[config.mk]
export PLATFORM = sky130hd
export DESIGN_NAME = pwm_duty_ramp_ctrl
export DESIGN_NICKNAME = d
export VERILOG_FILES = /design/src/rtl/pwm_duty_ramp_ctrl.sv
export SDC_FILE = /design/constraint.sdc
export NUM_CORES = 1
export LEC_CHECK = 0
export CORE_MARGIN = 5
export CORE_UTILIZATION = 60
export CTS_CLUSTER_DIAMETER = 150
export DETAILED_ROUTE_END_ITERATION = 6
export PLACE_DENSITY = 0.95
export RECOVER_POWER = 25
export SYNTH_ARGS = -nofsm -noshare
export SYNTH_HDL_FRONTEND = slang
export SYNTH_SLANG_ARGS = --single-unit
[constraint.sdc]
create_clock -name clk -period 7.5 [get_ports clk]
set_clock_uncertainty 0.15 [all_clocks]
set_input_delay 1.125 -clock clk [delete_from_list [all_inputs] [get_ports clk]]
set_output_delay 1.125 -clock clk [all_outputs]
set_load 0.05 [all_outputs]
[src/rtl/pwm_duty_ramp_ctrl.sv]
// pwm_duty_ramp_ctrl
//
// Purpose:
//   Sequencer in front of the 0.1 %-resolution PWM generator. Accepts a
//   target duty and PWM frequency over a valid/ready handshake, applies the
//   frequency immediately and walks the applied duty toward the target in
//   STEP_SIZE increments, one increment every STEP_TICKS clocks, so loads
//   never see an abrupt duty jump. An abort freezes the duty where it is.
//
// Configuration macro:
//   PWM_RAMP_CLAMP_EN  defined   -> req_duty above DUTY_MAX is clamped to
//                                   DUTY_MAX and ramped to normally.
//                      undefined -> req_duty above DUTY_MAX is rejected
//                                   with an err pulse.
//   A request with req_freq == 0 is rejected in both builds.
//
// Ports:
//   clk        in   1   system clock
//   reset_p    in   1   synchronous active-high reset
//   req_valid  in   1   request present
//   req_ready  out  1   controller idle and able to accept (combinational)
//   req_duty   in  10   target duty, 0.1 % units
//   req_freq   in  14   PWM frequency for this request, Hz
//   abort      in   1   stop an active ramp, freeze duty
//   duty       out 10   applied duty (registered)
//   pwm_freq   out 14   applied frequency (registered)
//   busy       out  1   ramp in progress
//   done       out  1   one-cycle pulse when the target is reached
//   err        out  1   one-cycle pulse when a request is rejected

module pwm_duty_ramp_ctrl #(
    parameter int STEP_TICKS = 100_000,
    parameter int STEP_SIZE  = 10,
    parameter int DUTY_MAX   = 1000,
    parameter int FREQ_RST   = 1000
) (
    input  logic        clk,
    input  logic        reset_p,
    input  logic        req_valid,
    output logic        req_ready,
    input  logic [9:0]  req_duty,
    input  logic [13:0] req_freq,
    input  logic        abort,
    output logic [9:0]  duty,
    output logic [13:0] pwm_freq,
    output logic        busy,
    output logic        done,
    output logic        err
);

    typedef enum logic {
        IDLE = 1'b0,
        RAMP = 1'b1
    } state_t;

    // A single-tick step period still needs a one-bit counter that stays 0.
    localparam int             CW        = (STEP_TICKS > 1) ? $clog2(STEP_TICKS) : 1;
    localparam logic [CW-1:0]  TICK_LAST = CW'(STEP_TICKS - 1);
    localparam logic [10:0]    STEP      = 11'(STEP_SIZE);
    localparam logic [9:0]     DMAX      = 10'(DUTY_MAX);

    state_t        state, state_n;
    logic [CW-1:0] tick_cnt, tick_n;
    logic [9:0]    target, target_n;
    logic [9:0]    duty_n;
    logic [13:0]   freq_n;
    logic          busy_n, done_n, err_n;

    logic [9:0]    duty_eff;
    logic          range_bad;
    logic [10:0]   up_sum;
    logic [10:0]   down_diff;
    logic [9:0]    step_val;

    assign req_ready = (state == IDLE) & ~reset_p;

    // Out-of-range targets are either pulled down to full scale or flagged
    // for rejection, depending on the build.
`ifdef PWM_RAMP_CLAMP_EN
    assign duty_eff  = (req_duty > DMAX) ? DMAX : req_duty;
    assign range_bad = 1'b0;
`else
    assign duty_eff  = req_duty;
    assign range_bad = (req_duty > DMAX);
`endif

    // Next duty value for one ramp step. The 11-bit sums keep duty+STEP from
    // wrapping; both directions land exactly on the target instead of
    // overshooting it.
    assign up_sum    = {1'b0, duty} + STEP;
    assign down_diff = {1'b0, duty} - {1'b0, target};

    always_comb begin
        step_val = target;
        if (target > duty) begin
            if (up_sum < {1'b0, target}) begin
                step_val = up_sum[9:0];
            end
        end else begin
            if (down_diff > STEP) begin
                step_val = duty - STEP[9:0];
            end
        end
    end

    // State and output registers; everything returns to its reset value on
    // a reset edge, including mid-ramp.
    always_ff @(posedge clk) begin
        if (reset_p) begin
            state    <= IDLE;
            tick_cnt <= '0;
            target   <= '0;
            duty     <= '0;
            pwm_freq <= 14'(FREQ_RST);
            busy     <= 1'b0;
            done     <= 1'b0;
            err      <= 1'b0;
        end else begin
            state    <= state_n;
            tick_cnt <= tick_n;
            target   <= target_n;
            duty     <= duty_n;
            pwm_freq <= freq_n;
            busy     <= busy_n;
            done     <= done_n;
            err      <= err_n;
        end
    end

    // Next-state logic. done/err default low so they can only be one-cycle
    // pulses. In RAMP an abort takes priority over a coincident step.
    always_comb begin
        state_n  = state;
        tick_n   = tick_cnt;
        target_n = target;
        duty_n   = duty;
        freq_n   = pwm_freq;
        busy_n   = busy;
        done_n   = 1'b0;
        err_n    = 1'b0;

        case (state)
            IDLE: begin
                if (req_valid) begin
                    if ((req_freq == 14'd0) || range_bad) begin
                        err_n = 1'b1;
                    end else begin
                        target_n = duty_eff;
                        freq_n   = req_freq;
                        tick_n   = '0;
                        if (duty_eff == duty) begin
                            done_n = 1'b1;
                        end else begin
                            state_n = RAMP;
                            busy_n  = 1'b1;
                        end
                    end
                end
            end
            RAMP: begin
                if (abort) begin
                    state_n = IDLE;
                    busy_n  = 1'b0;
                    tick_n  = '0;
                end else if (tick_cnt == TICK_LAST) begin
                    tick_n = '0;
                    duty_n = step_val;
                    if (step_val == target) begin
                        done_n  = 1'b1;
                        busy_n  = 1'b0;
                        state_n = IDLE;
                    end
                end else begin
                    tick_n = tick_cnt + 1'b1;
                end
            end
            default: begin
                state_n = IDLE;
                busy_n  = 1'b0;
            end
        endcase
    end

endmodule
==> results of run 1 <==
-- final timing paths --
| path | start | to | slack (ps) | depth (start not counted) |
|---|---|---|---|---|
| setup reg to reg | duty[1] | state | 2900 | 13 |
| hold / removal | pwm_freq[11] | pwm_freq[11] | 310 | 2 |
| hold reg to reg | pwm_freq[11] | pwm_freq[11] | 310 | 2 |
| setup / recovery | duty[1] | state | 2900 | 13 |
-- area by class of cell --
type                       count  area, um2
tap                           80        100
multi-input combinational    429       2760
sequential                    55       1100
timing repair buffer          57        566
fill                         497       1940
clock buffer                   5       68.8
clock inverter                 3       67.6
inverter                      21       78.8
-- metrics by stage --
stage / util [%] / worst slack [ps]
6_report: 70.9 / 2900
5_1_grt: 70.9 / 2630
4_1_cts: 70.9 / 3010
3_5_place_dp: 68.9 / 3110
3_3_place_gp: 68.9 / 3290
2_1_floorplan: - / 3690
-- metal layers --
metal  share of wire (%)  vias up
met5                   0        -
met4                 2.2        0
li1                    -     1990
met1                  42     1979
met2                  48      229
met3                 7.9       33
-- worst min-delay path, stage by stage (launching register included) --
cell and delay, ps:
dfxtp_1 320, nand2_1 50, a21oi_1 50
-- kinds of logic (layout without fill, tap and decap cells) --
family,after synthesis,in the layout,share of synthesized area (%)
adder cells (fa/ha/maj),23,23,7.27
buffers and inverters,49,86,5.02
XOR/XNOR,45,45,10.4
flip-flops,55,55,27.1
AND/OR/NAND/NOR,218,218,25.6
AO/OA/AOI/OAI,142,142,24.4
multiplexers,1,1,0.246
-- cell usage after synthesis, drive strengths merged (6+ instances only) --
| library cell | number |
|---|---|
| nand4 | 12 |
| xor2 | 18 |
| xnor2 | 25 |
| clkbuf | 23 |
| or3 | 8 |
| nand2 | 88 |
| a211oi | 9 |
| nand3 | 12 |
| dfxtp | 55 |
| nor4 | 6 |
| inv | 21 |
| a21oi | 44 |
| ha | 22 |
| o21ai | 17 |
| o211ai | 7 |
| nand3b | 10 |
| and2 | 6 |
| nor2 | 43 |
| nor3 | 9 |
-- flip-flops by register name, indices dropped and copies added, names as in the netlist --
signal	cells
busy	1
target	10
done	1
tick_cnt	17
pwm_freq	14
duty	10
state	1
err	1
-- where the power goes --
group | total [W] | leakage (nW) | switching [W] | internal [W]
Clock | 0.000234 | 0.0644 | 0.000101 | 0.000133
Combinational | 0.000199 | 1.26 | 0.000124 | 0.0000753
Sequential | 0.000313 | 0.448 | 0.0000108 | 0.000302
-- layout by cell type, fill, tap and decap left out, types with 5 or more instances in the layout --
cell type,netlist,layout
a21o_1,5,5
o211ai_1,7,7
nor3_1,9,9
and3_1,5,5
xnor2_1,25,25
dfxtp_1,55,55
o21ai_0,16,16
inv_1,21,21
nand2_1,88,88
nand4_1,12,12
dlygate4sd3_1,0,20
xor2_1,18,18
ha_1,22,22
nand3b_1,10,10
and2_1,5,5
clkdlybuf4s50_1,0,35
nor4_1,6,6
or3_1,8,8
nand3_1,12,12
a22oi_1,5,5
clkbuf_8,0,5
nor2_1,43,43
a211oi_1,9,9
a21oi_1,44,44
==> flow_summary.toml, run 1 <==
[global_route]
grt_pass1_vias = 4037
use_met2_pct = 48.1
grtUsageTotal_pct = 27.6
grt.overflow.total = 0
grt_pass1_wl_um = 19200
grt_use_met1_pct = 34.5
grt.busiest_layer = "met2"
antenna_found_initial = 0
grt_start_max_net_pins = 41
gr-usage-met3_pct = 4.51

[synthesis]
syn_nets = 584
synth_area_um2 = 4060
async_flop_share_pct = 0
synth_seq_cells = 55
synth_edf_count = 0
synth_top_area_share_pct = 27.1
yosys-top-cells-area = "dfxtp_1 27%, nand2_1 8.1%, ha_1 6.8%"
synth-main-ff-cell = "dfxtp_1"
yosysWarnings = 0
yosysSeqAreaShare_pct = 27.1
netlist_instances = 533
yosysUniqueCellTypes = 64
postSynthAreaPerCell_um2 = 7.62
synth_area_leader_cell = "dfxtp_1"

[route]
wire_per_inst_um = 18.1
antenna_left = 0
route.detailed.drc = 0
viasPerCell = 6.51
dr_total_vias = 4231
wl_um = 11800
drt_iter0_markers = 426
dr.pass1.iters = 5

[clocking]
clk_pin_slew_ps = 100
cts_setup_buffers = 0
cts_sinks = 55
h-tree-depth = 2
cts_resized = 0
clockBufferDepth = 2
cts_buffers = 5
cts_tree = "yes"
ctsRootBufferMaster = "clkbuf_8"
hold_buffers = 0
clk_latency_ps = 310

[final_layout]
fin_nets = 620
drive_gt1_share_pct = 3.51
layoutNonFillerInstCount = 650
areaGrowthSynthToFinish_pct = 16.7
antenna_cells = 0
fin_area_um2 = 4740

[sta]
fmax_mhz = 218
rsz0062_at_grt = "false"
tightest_slew_ps = 945
fin_crit_sh_pct = 61.3
hold_ws_ps = 311
finalCriticalPeriod_ps = 4600
hold_viol = 0
tns_ps = 0
slew_violations = 0
setup_viol = 0
slew_headroom_pct = 36.5

[status]
outcome = "completed"

[worst_setup_path]
cp_slowest_cell = "dfxtp_1"
worstPathRequired_ps = 7610
worst_ep_arrival_time_ps = 4700
critPathKind = "flop to flop"
cp-start-kind = "flop"
crit_chain = "ha_1, o2111ai_1, xor2_1, inv_1, ha_1, a2111o_1, o32ai_1, and4_1, nand2b_1, a311oi_1, or2_2, a2111o_1, o31a_1"
slowest_delay_ps = 690
endpoint_kind = "flop"
cp.buffers_inverters = 1
path_max_fanout = 13
cp_top_family = "compound AO/OA/AOI/OAI gates"

[floorplanning]
start_util_pct = 60.8
rows = 30
die_area_um2 = 8520
die_h_um = 92.3
die_x_um = 92.3
ios = 56
core_area_um2 = 6680

[power]
vdd_drop_max_mv = 0.198
p_leak_nw = 1.77
p_per_area_nw_per_um2 = 157
finalPower_w = 0.000746

[place]
dp_hpwl_um = 8880
postPlaceCellArea_um2 = 4600
port_buffers = 55
dp.cells = 642
place_congestion = 0.952

[job]
max_cap_violations = 0

[hold_path]
hp-class = "flop to flop"
No activity file was read; power rests on OpenSTA's default activity.
==> inputs of run 2 (changes only) <==
--- a/config.mk
+++ b/config.mk
@@ -6,10 +6,10 @@
 export NUM_CORES = 1
 export LEC_CHECK = 0
 export CORE_MARGIN = 5
-export CORE_UTILIZATION = 60
+export CORE_UTILIZATION = 50
 export CTS_CLUSTER_DIAMETER = 150
 export DETAILED_ROUTE_END_ITERATION = 6
-export PLACE_DENSITY = 0.95
+export PLACE_DENSITY = 0.86
 export RECOVER_POWER = 25
 export SYNTH_ARGS = -nofsm -noshare
 export SYNTH_HDL_FRONTEND = slang
==> constraint.sdc (replaced) <==
create_clock -name clk -period 3.95 [get_ports clk]
set_clock_uncertainty 0.15 [all_clocks]
set_input_delay 0.5925 -clock clk [delete_from_list [all_inputs] [get_ports clk]]
set_output_delay 0.5925 -clock clk [all_outputs]
set_load 0.05 [all_outputs]
==> run 2 against run 1 <==
Compared with the run above:
- register-to-register slack lost 2700 ps
- first-iteration DRC count is 16% lower
- hold slack better by 3.7 ps
- design area grew 4.4%
- utilization decreased by 7.6 points
- clock power is 34% higher
- combinational power is 110% higher
- critical endpoint is now busy
- largest cell class unchanged
- largest power group unchanged
- highest routed layer unchanged
==> flow_summary.toml, run 2 (synthesis gave the netlist of run 1 again) <==
[status]
outcome = "completed"

[global_route]
grt.overflow.total = 0
antenna_found_initial = 0
gr-usage-met3_pct = 4.93
grt_use_met1_pct = 29.5
grt.busiest_layer = "met2"
grt_start_max_net_pins = 40
grt_pass1_wl_um = 19600
grtUsageTotal_pct = 23.7
use_met2_pct = 39.7
grt_pass1_vias = 4128

[route]
dr_total_vias = 4210
antenna_left = 0
wl_um = 12100
viasPerCell = 6.05
wire_per_inst_um = 17.3
dr.pass1.iters = 5
route.detailed.drc = 0
drt_iter0_markers = 356

[clocking]
h-tree-depth = 2
clk_pin_slew_ps = 100
ctsRootBufferMaster = "clkbuf_8"
clockBufferDepth = 2
hold_buffers = 0
cts_buffers = 5
cts_sinks = 55
clk_latency_ps = 310
cts_tree = "yes"

[final_layout]
areaGrowthSynthToFinish_pct = 21.8
reg.largest.list = "tick_cnt (17), pwm_freq (14)"
antenna_cells = 0
fin_nets = 645
mostFrequentLayoutCells = "88 x nand2_1, 54 x dfxtp_1, 44 x a21oi_1, 43 x nor2_1, 36 x clkdlybuf4s50_1"
drive_gt1_share_pct = 8.75
post-route-util_pct = 63.4
fill_cells = 692
layout_commonest_cell = "nand2_1"
largest_register_ffs = 17
top_register = "tick_cnt"

[worst_setup_path]
critPathKind = "flop to flop"
path_max_fanout = 6
cp-start-kind = "flop"
r2r.worst_path.cells = 12
worst_ep_arrival_time_ps = 3840
worstPathRequired_ps = 3990
endpoint_kind = "flop"

[floorplanning]
ios = 56
start_util_pct = 52.0
die_area_um2 = 10000
rows = 32
die_x_um = 100
die_h_um = 100
core_area_um2 = 7810

[power]
p_leak_nw = 1.88
finalPower_w = 0.00131
vdd_drop_max_mv = 0.233
p_per_area_nw_per_um2 = 265

[place]
dp_hpwl_um = 9500
port_buffers = 55
place_congestion = 0.997
pre_cts_ws_ps = 50.9

[sta]
fmax_mhz = 264
tns_ps = 0
slew_violations = 0
hold_ws_ps = 315
setup_ws_ps = 156
setup_viol = 0
tightest_slew_ps = 1090
slew_headroom_pct = 27.3
fin_crit_sh_pct = 96.0
finalCriticalPeriod_ps = 3790
hold_viol = 0

[hold_path]
hp-class = "flop to flop"
min_path_cells = 2

[job]
max_cap_violations = 0
[run 2: changes by cell type in the layout (fill, tap and decap cells not counted), moves of 2 or more]
cell       change
buf_4         +24
a311oi_1       -2
o31ai_1        -2
a311oi_2       +2
o31ai_2        +2
bufinv_16      -2
[run 2: final cells by class]
type | count | area (um2) | share of cell area [%]
multi-input cells | 429 | 2800 | 56.6
flip-flops and latches | 55 | 1100 | 22.3
repair buffers | 82 | 749 | 15.1
well taps | 102 | 128 | 2.58
clock buffers | 6 | 82.6 | 1.67
inverters | 21 | 78.8 | 1.59
clock inverters | 1 | 5.00 | 0.101
[run 2: metrics by stage]
step / instance area (um2) / instances
2_1_floorplan: 4060 / 533
6_report: 4950 / 696
3_3_place_gp: 4800 / 687
4_1_cts: 4890 / 694
5_1_grt: 4950 / 696
3_5_place_dp: 4800 / 687
[run 2: power by group]
group	switching, W	internal (W)	total [W]
sequential	0.0000138	0.000574	0.000587
clock	0.000175	0.000138	0.000314
combinational	0.000248	0.000162	0.000411
total	0.000438	0.000874	0.00131
[run 2: worst max-delay path: stages (launching register included)]
cell and delay (ps):
dfxtp_2 400, inv_1 60, ha_1 250, fa_1 430
nor2b_1 210, o2111a_1 300, or3_1 140, o2111ai_1 250
o31ai_2 380, a311oi_2 190, or2_2 300, a2111o_1 380
o31a_1 260
[run 2: worst paths after layout]
kind                                   from           to  slack [ps]
worst max-delay path                duty[0]         busy         160
worst min-delay path            pwm_freq[2]  pwm_freq[2]         310
worst max register to register      duty[0]         busy         160
worst min register to register  pwm_freq[2]  pwm_freq[2]         310
[run 2: layer usage]
metal | wire length [um] | part of all wire [%]
met1 | 5250 | 43
met2 | 5620 | 47
met3 | 799 | 6.6
met4 | 397 | 3.3
met5 | 0 | 0
[run 2: timing repair]
item | CTS | global route
gates resized for setup | 0 | 9
buffers inserted | 0 | 2
setup endpoints to repair | 0 | 3
